$ cat src/rtl/read_sample_src_pkg.sv
// Shared definitions for the tag READ sample path: payload width,
// sample-server state encoding and bit-counter sizing.
package read_pkg;

    localparam int unsigned READ_PAYLOAD_W = 16;

    typedef enum logic [2:0] {
        ST_IDLE,
        ST_REQ,
        ST_RELEASE,
        ST_READY,
        ST_SHIFT,
        ST_DONE
    } read_state_e;

    // Counter must hold the value WIDTH itself, hence one bit beyond clog2.
    function automatic int unsigned BITCNT_W(input int unsigned width);
        return $clog2(width) + 1;
    endfunction

endpackage

$ cat src/rtl/read_sample_src_sync_edge.sv
// Multi-flop synchronizer for one asynchronous strobe, followed by a
// rise/fall detector on the synchronized level.
module sync_edge #(
    parameter int unsigned STAGES = 2
) (
    input  logic clk_i,
    input  logic rst_ni,
    input  logic strobe_i,
    output logic rise_o,
    output logic fall_o
);

    logic [STAGES-1:0] sync_q;
    logic              prev_q;

    always_ff @(posedge clk_i or negedge rst_ni) begin
        if (!rst_ni) begin
            sync_q <= '0;
            prev_q <= 1'b0;
        end else begin
            sync_q <= {sync_q[STAGES-2:0], strobe_i};
            prev_q <= sync_q[STAGES-1];
        end
    end

    assign rise_o = sync_q[STAGES-1] & ~prev_q;
    assign fall_o = ~sync_q[STAGES-1] & prev_q;

endmodule

$ cat src/rtl/read_sample_src.sv
// Sample-side server for the READ response: fetches one word per frame over
// a four-phase ADC handshake and shifts it out MSB-first on sample-clock edges.
module read_sample_src
    import read_pkg::*;
#(
    parameter int unsigned WIDTH       = READ_PAYLOAD_W,
    parameter int unsigned SYNC_STAGES = 2
) (
    input  logic             clk,
    input  logic             reset_n,
    input  logic             read_sample_ctl,
    input  logic             read_sample_clk,
    output logic             read_sample_datain,
    output logic             adc_req,
    input  logic             adc_ack,
    input  logic [WIDTH-1:0] adc_data,
    output logic             underrun,
    output logic             frame_done
);

    localparam int unsigned    BW   = BITCNT_W(WIDTH);
    localparam logic [BW-1:0]  LAST = BW'(WIDTH);

    logic ctl_rise, ctl_fall, bclk_rise, bclk_fall_unused;

    sync_edge #(.STAGES(SYNC_STAGES)) u_ctl_sync (
        .clk_i    (clk),
        .rst_ni   (reset_n),
        .strobe_i (read_sample_ctl),
        .rise_o   (ctl_rise),
        .fall_o   (ctl_fall)
    );

    sync_edge #(.STAGES(SYNC_STAGES)) u_bclk_sync (
        .clk_i    (clk),
        .rst_ni   (reset_n),
        .strobe_i (read_sample_clk),
        .rise_o   (bclk_rise),
        .fall_o   (bclk_fall_unused)
    );

    read_state_e      state_q, state_d;
    logic [BW-1:0]    bitcnt_q, bitcnt_d, bitcnt_inc;
    logic [WIDTH-1:0] shreg_q, shreg_d, shifted;
    logic             dout_q, dout_d;
    logic             underrun_q, underrun_d;
    logic             done_q, done_d;
    logic             pend_q, pend_d;

    always_ff @(posedge clk or negedge reset_n) begin
        if (!reset_n) begin
            state_q    <= ST_IDLE;
            bitcnt_q   <= '0;
            shreg_q    <= '0;
            dout_q     <= 1'b0;
            underrun_q <= 1'b0;
            done_q     <= 1'b0;
            pend_q     <= 1'b0;
        end else begin
            state_q    <= state_d;
            bitcnt_q   <= bitcnt_d;
            shreg_q    <= shreg_d;
            dout_q     <= dout_d;
            underrun_q <= underrun_d;
            done_q     <= done_d;
            pend_q     <= pend_d;
        end
    end

    always_comb begin
        state_d    = state_q;
        bitcnt_d   = bitcnt_q;
        shreg_d    = shreg_q;
        dout_d     = dout_q;
        underrun_d = underrun_q;
        done_d     = 1'b0;
        pend_d     = pend_q;
        adc_req    = 1'b0;
        bitcnt_inc = (bitcnt_q == LAST) ? LAST : bitcnt_q + 1'b1;
        shifted    = {shreg_q[WIDTH-2:0], 1'b0};

        if (ctl_fall) begin
            state_d = ST_IDLE;
            dout_d  = 1'b0;
            pend_d  = 1'b0;
        end else begin
            case (state_q)
                ST_IDLE: begin
                    // A rise seen while the previous ack is still high is
                    // remembered and honoured once the ack has drained.
                    if (ctl_rise || pend_q) begin
                        if (adc_ack) begin
                            pend_d = 1'b1;
                        end else begin
                            pend_d     = 1'b0;
                            state_d    = ST_REQ;
                            underrun_d = bclk_rise;
                            bitcnt_d   = bclk_rise ? BW'(1) : '0;
                        end
                    end
                end
                ST_REQ: begin
                    adc_req = 1'b1;
                    if (bclk_rise) begin
                        underrun_d = 1'b1;
                        bitcnt_d   = bitcnt_inc;
                    end
                    if (adc_ack) begin
                        shreg_d = adc_data;
                        state_d = ST_RELEASE;
                    end
                end
                ST_RELEASE: begin
                    if (bclk_rise) begin
                        underrun_d = 1'b1;
                        bitcnt_d   = bitcnt_inc;
                    end
                    if (!adc_ack) begin
                        state_d = ST_READY;
                    end
                end
                ST_READY: begin
                    // Edges already consumed during an underrun keep their
                    // count so the frame still ends on the WIDTH+1th edge.
                    if (bclk_rise) begin
                        if (bitcnt_q == LAST) begin
                            state_d = ST_DONE;
                            done_d  = 1'b1;
                            dout_d  = 1'b0;
                        end else begin
                            dout_d   = !underrun_q && shreg_q[WIDTH-1];
                            bitcnt_d = bitcnt_inc;
                            state_d  = ST_SHIFT;
                        end
                    end
                end
                ST_SHIFT: begin
                    if (bclk_rise) begin
                        if (bitcnt_q < LAST) begin
                            shreg_d  = shifted;
                            dout_d   = !underrun_q && shifted[WIDTH-1];
                            bitcnt_d = bitcnt_inc;
                        end else begin
                            state_d = ST_DONE;
                            done_d  = 1'b1;
                            dout_d  = 1'b0;
                        end
                    end
                end
                ST_DONE: begin
                end
                default: begin
                    state_d = ST_IDLE;
                end
            endcase
        end
    end

    assign read_sample_datain = dout_q;
    assign underrun           = underrun_q;
    assign frame_done         = done_q;

endmodule
$ cat config.mk
export PLATFORM = sky130hd
export DESIGN_NAME = read_sample_src
export DESIGN_NICKNAME = d
export VERILOG_FILES = /design/src/rtl/read_sample_src_pkg.sv /design/src/rtl/read_sample_src_sync_edge.sv /design/src/rtl/read_sample_src.sv
export SDC_FILE = /design/constraint.sdc
export NUM_CORES = 1
export LEC_CHECK = 0
export CORE_ASPECT_RATIO = 0.75
export CORE_MARGIN = 2
export CORE_UTILIZATION = 28
export CTS_CLUSTER_DIAMETER = 100
export CTS_CLUSTER_SIZE = 8
export DETAILED_ROUTE_END_ITERATION = 16
export PLACE_DENSITY_LB_ADDON = 0.3
export SLEW_MARGIN = 20
export SYNTH_ARGS = -nofsm -noshare
export SYNTH_HDL_FRONTEND = slang
export SYNTH_HIERARCHICAL = 1
export SYNTH_SLANG_ARGS = --single-unit
$ cat constraint.sdc
create_clock -name clk -period 1.6 [get_ports clk]
set_clock_uncertainty 0.1 [all_clocks]
set_input_delay 0.4 -clock clk [delete_from_list [all_inputs] [get_ports clk]]
set_output_delay 0.4 -clock clk [all_outputs]
set_load 0.005 [all_outputs]
==> run_results.csv, run 1 <==
group,metric,value,unit
outcome,run_status,"finished, violations left",
outcome,violations,"setup timing",
clock_tree,clk_path_buf_depth,2,
critical_path,worst-path-max-fanout,2,
hold_path,min_path_type,"reg2reg",
timing,setup_viol,25,
drt,drt-total-wl,4.52,mm
cells_and_area,utilization,44.5,%
timing,fmax,560,MHz
cells_and_area,antenna_cells,0,
drt,via_per_inst,4.79,
synthesis,avgSynthCellArea,10.2,um^2
cells_and_area,regArea,853,um^2
clock_tree,clock-sinks,34,
timing,min_period,1.79,ns
die,num_io_pins,25,
timing,final_hold_viol_count,0,
critical_path,critPathTopFamily,"simple AND/OR/NAND/NOR gates",
power,total_power,3.89,mW
clock_tree,cts_tree,"done",
power,p_leak,1.18,nW
die,die_w,95.8,um
drt,route.detailed.drc,0,
global_routing,grt_pass1_vias,1460,
synthesis,ys_warn_count,6,
cells_and_area,drive_gt1_share,40.3,%
critical_path,reg2reg_to,"bitcnt_q[3]$_DFFE_PN0P_",
timing,period_share,112,%
critical_path,cp.arrival,1.29,ns
cells_and_area,fill_cells,594,
global_routing,track_usage,12.8,%
clock_tree,htree_levels,2,
die,die_y,72.9,um
drt,drt_pass1_iterations,4,
timing,setup-tns-final,-1.34,ns
global_routing,antenna_found_initial,0,
critical_path,reg2reg_setup_slack,-0.09,ns
cells_and_area,final_area,2760,um^2
die,core-area,6190,um^2
global_routing,grt_max_degree,35,
place,gp_congestion,0.837,
clock_tree,clock_latency,0.28,ns
place,dp_hpwl,2.77,mm
critical_path,critPathMaxStageDelay,0.38,ns
power,p_per_area,1410,nW/um^2
timing,final_max_slew_viol_count,0,
die,floorplan.initialDensity,28.6,%
timing,rsz0062_at_grt,"true",
die,rows,25,
critical_path,critPathBufInv,1,
power,irDropWorstVdd,0.589,mV
drt,drt_iter0_markers,55,
synthesis,syn_nets,197,
hold_path,min-delay-start,"u_ctl_sync/sync_q[0]$_DFF_PN0_",
critical_path,crit_chain,"and2b_2 -> nor4b_4 -> buf_2",
place,place_area,2310,um^2
drt,via_count,1552,
synthesis,syn-cell-area,1770,um^2
clock_tree,cts_inserted_buffers,5,
cells_and_area,area_delta_synth_final,55.6,%
drt,wl_per_cell,14.0,um
die,dieArea,6980,um^2
flow_run,maxCapViolations,0,
hold_path,whs_path_depth,0,
critical_path,start_kind,"flip-flop",
hold_path,min_to,"u_ctl_sync/sync_q[1]$_DFF_PN0_",
critical_path,r2r_cells,6,
global_routing,grt_overflow,0,
clock_tree,clk_pin_slew,0.07,ns
drt,ant_nets,0,
cells_and_area,multi_input_comb_area,1000,um^2
timing,setup_ws,-0.185,ns
global_routing,grt_first_pass_wirelength,6.86,mm
critical_path,r2r_start,"state_q[2]$_DFFE_PN0P_",
critical_path,endpoint_kind,"output pin",
timing,max-slew-margin-rel,78.7,%
place,port_buffers,24,
clock_tree,root_buffer,"clkbuf_8",
synthesis,synthCells,174,
critical_path,crit_type,"reg2out",
timing,worst_pin_slew,0.318,ns
critical_path,cp_slowest_cell,"dfrtp_1",
cells_and_area,fin_nets,266,
critical_path,cp_data_required_time,1.10,ns
-- registers in the layout (all words and copies together) (netlist names), 2 cells and up --
signal and cells:
shreg_q 16, bitcnt_q 5, state_q 3, u_bclk_sync/sync_q 2, u_ctl_sync/sync_q 2
-- stage by stage --
stage          cells  hold slack (ns)  worst slack (ns)
2_1_floorplan    174          0.00441          -0.00618
3_3_place_gp     296            0.233            -0.355
3_5_place_dp     296            0.236            -0.375
4_1_cts          311            0.258            -0.261
5_1_grt          324            0.278            -0.246
6_report         324            0.255            -0.185
-- worst max-delay path by stage --
stage	from	end	slack (ns)	cells after the start
after floorplan	bitcnt_q[0]$_DFFE_PN0P_	bitcnt_q[0]$_DFFE_PN0P_	-0.006	6
after global placement	adc_ack	underrun$_DFFE_PN0P_	-0.35	5
after detailed placement	adc_ack	underrun$_DFFE_PN0P_	-0.37	5
after CTS	u_ctl_sync/prev_q$_DFF_PN0_	adc_req	-0.26	3
after global routing	u_ctl_sync/prev_q$_DFF_PN0_	adc_req	-0.25	3
final	u_ctl_sync/prev_q$_DFF_PN0_	adc_req	-0.19	3
-- power breakdown --
| group | internal [mW] | switching (mW) |
|---|---|---|
| combinational | 1.08 | 0.860 |
| clock | 0.292 | 0.317 |
| sequential | 1.13 | 0.212 |
| total | 2.50 | 1.39 |
-- cell type report --
type	count	area share, %
flip-flops and latches	34	31.0
multi-input cells	124	36.3
clock inverters	2	0.363
inverters	5	0.681
repair buffers	73	25.5
well taps	81	3.68
clock buffers	5	2.50
-- placed cells by master, fill, tap and decap left out, types with 3 or more instances in the layout --
cell type        count
nand3_1              5
o21ai_1             13
nand2_2             11
clkdlybuf4s50_1     19
buf_4               29
mux2i_1             17
a21oi_1              6
nand2_1              9
clkbuf_8             5
dfrtp_1             32
buf_12               3
dlygate4sd2_1        3
o21ai_2              4
nor3_1               4
buf_6               17
nor2_1               3
a32o_1               4
inv_1                5
-- layer usage --
layer	global-route usage (%)	vias to the layer above	wire length (um)
met4	3.33	0	34
met5	0	-	0
met3	3.41	5	192
met2	18.4	33	2010
met1	18.9	747	2280
li1	-	767	-
-- what timing repair did --
action,in CTS,in global routing
buffers inserted,9,9
pin swaps,11,32
gates resized for setup,28,40
hold buffers,0,0
cloned,0,4
endpoints found under the hold margin,0,0
setup endpoints to repair,24,26
(Power assumes the default switching activity.)
==> run 2: changes to the inputs <==
--- a/config.mk
+++ b/config.mk
@@ -7,10 +7,12 @@
 export LEC_CHECK = 0
 export CORE_ASPECT_RATIO = 0.75
 export CORE_MARGIN = 2
-export CORE_UTILIZATION = 28
+export CORE_UTILIZATION = 51
+export CTS_BUF_LIST = sky130_fd_sc_hd__clkbuf_4 sky130_fd_sc_hd__clkbuf_8
 export CTS_CLUSTER_DIAMETER = 100
 export CTS_CLUSTER_SIZE = 8
 export DETAILED_ROUTE_END_ITERATION = 16
+export MAX_ROUTING_LAYER = met4
 export PLACE_DENSITY_LB_ADDON = 0.3
 export SLEW_MARGIN = 20
 export SYNTH_ARGS = -nofsm -noshare
==> run_results.csv, run 2 (synthesized netlist as in run 1, its figures left out) <==
group,metric,value,unit
critical_path,r2r_cells,7,
hold_path,min_path_type,"reg2reg",
place,dp_cells,254,
place,gp_congestion,0.867,
timing,final_hold_viol_count,0,
drt,drt-total-wl,8.24,mm
cells_and_area,antenna_cells,0,
critical_path,r2r_start,"u_ctl_sync/sync_q[1]$_DFF_PN0_",
critical_path,reg2reg_to,"bitcnt_q[0]$_DFFE_PN0P_",
die,die_y,55.0,um
drt,ant_nets,0,
flow_run,maxCapViolations,0,
hold_path,min_to,"u_ctl_sync/sync_q[1]$_DFF_PN0_",
place,place_area,2240,um^2
clock_tree,clk_path_buf_depth,2,
global_routing,grt_first_pass_wirelength,9.89,mm
timing,setup-tns-final,-6.01,ns
critical_path,critPathBufInv,1,
power,total_power,4.90,mW
die,num_io_pins,25,
critical_path,worst-path-max-fanout,2,
cells_and_area,area_delta_synth_final,75.1,%
global_routing,grt_pass1_vias,1872,
power,p_per_area,1580,nW/um^2
critical_path,crit_chain,"and2b_2 -> nor4b_4 -> buf_2",
cells_and_area,layout.cells.non_filler,301,
die,floorplan.initialDensity,53.5,%
critical_path,start_kind,"flip-flop",
power,irDropWorstVdd,1.54,mV
outcome,run_status,"finished, violations left",
cells_and_area,regMostFlops,"shreg_q",
clock_tree,clock-sinks,34,
critical_path,critPathMaxStageDelay,0.37,ns
global_routing,antenna_found_initial,0,
drt,via_count,1979,
timing,setup_ws,-0.334,ns
timing,max-slew-margin-rel,77.8,%
clock_tree,cts_tree,"done",
clock_tree,clock_latency,0.30,ns
critical_path,cp.arrival,1.43,ns
global_routing,grt_overflow,0,
place,dp_slack,-0.389,ns
global_routing,grt_max_degree,35,
hold_path,whs_path_depth,0,
critical_path,critPathTopFamily,"simple AND/OR/NAND/NOR gates",
cells_and_area,reg.largest.list,"shreg_q: 16 flops, bitcnt_q: 5 flops, state_q: 3 flops",
global_routing,track_usage,36.3,%
hold_path,min-delay-start,"u_ctl_sync/sync_q[0]$_DFF_PN0_",
global_routing,met1_usage,39.5,%
drt,drt_iter0_markers,183,
drt,wl_per_cell,27.4,um
drt,via_per_inst,6.57,
place,dp_hpwl,2.82,mm
global_routing,grt_util_met3,12.0,%
timing,setup_viol,27,
place,port_buffers,24,
critical_path,reg2reg_setup_slack,-0.33,ns
critical_path,cp_slowest_cell,"dfrtp_1",
critical_path,endpoint_kind,"output pin",
clock_tree,clk_pin_slew,0.07,ns
critical_path,cp-startpoint,"u_ctl_sync/sync_q[1]$_DFF_PN0_",
critical_path,cp_data_required_time,1.10,ns
die,core-area,3310,um^2
die,dieArea,3960,um^2
die,die_w,72.0,um
clock_tree,htree_levels,2,
drt,route.detailed.drc,0,
outcome,violations,"setup timing",
power,p_leak,1.38,nW
cells_and_area,drive_gt1_share,55.2,%
cells_and_area,fin_nets,283,
clock_tree,cts_inserted_buffers,5,
timing,min_period,1.93,ns
timing,worst_pin_slew,0.332,ns
cells_and_area,largest_reg_flops,16,
critical_path,crit_type,"reg2out",
die,rows,18,
clock_tree,root_buffer,"clkbuf_8",
global_routing,grtUsageMet2,59.6,%
cells_and_area,final_cell_mix,"buf_4, dfrtp_1, buf_6",
timing,period_share,121,%
cells_and_area,final_area,3100,um^2
timing,rsz0062_at_grt,"true",
drt,drt_pass1_iterations,4,
timing,fmax,517,MHz
cells_and_area,final_common_cell,"buf_4",
global_routing,busiest_layer,"met2",
timing,final_max_slew_viol_count,0,
-- run 2: cell count changes in the layout (fill, tap and decap cells not counted), moves of 3 or more --
cell / delta
o21ai_2: +11
o21ai_1: -10
buf_16: +3
mux2i_1: -4
mux2i_2: +3
buf_6: +4
nand2_1: -3
nand2_4: +7
nand2_2: -4
buf_4: +10
-- run 2: power breakdown --
| part | internal [mW] | switching (mW) |
|---|---|---|
| Combinational | 1.39 | 1.35 |
| Sequential | 1.12 | 0.322 |
| Clock | 0.365 | 0.352 |
-- run 2: worst max path at each step --
stage / end / slack [ns] / depth (start not counted)
after detailed placement: underrun$_DFFE_PN0P_ / -0.39 / 5
after global placement: adc_req / -0.34 / 3
after CTS: adc_req / -0.27 / 3
after global routing: adc_req / -0.33 / 3
after floorplan: bitcnt_q[0]$_DFFE_PN0P_ / -0.006 / 6
final: adc_req / -0.33 / 3
-- run 2: what timing repair did --
item	in CTS	in global routing
gates cloned	5	0
hold buffers	0	0
pin swaps	32	16
resized for setup	75	41
endpoints found under the setup margin	28	28
setup buffers	30	5
-- run 2: worst register-to-register path: cells and delay by family, from the launching register on --
family,cells,cell delay [ns]
flip-flops,1,0.37
AO/OA/AOI/OAI,3,0.66
AND/OR/NAND/NOR,1,0.27
buffers and inverters,3,0.40
-- run 2: area by class of cell --
cell class / instances / area (um^2)
Sequential cell: 34 / 853
Timing Repair Buffer: 90 / 901
Multi-Input combinational cell: 124 / 1180
Clock buffer: 7 / 90.1
Inverter: 5 / 18.8
Clock inverter: 1 / 5.00
Tap cell: 40 / 50.0
Fill cell: 103 / 211
-- run 2: stage by stage --
stage	utilization, %	hold WS (ns)
floorplan	-	0.00441
global placement	67.6	0.234
detailed placement	67.6	0.243
CTS	87.5	0.265
global route	93.6	0.278
finish	93.6	0.269
-- run 2: routing by layer --
| layer | wire length, um | vias up |
|---|---|---|
| li1 | - | 804 |
| met1 | 2990 | 952 |
| met2 | 3980 | 155 |
| met3 | 688 | 68 |
| met4 | 585 | 0 |
| met5 | 0 | - |
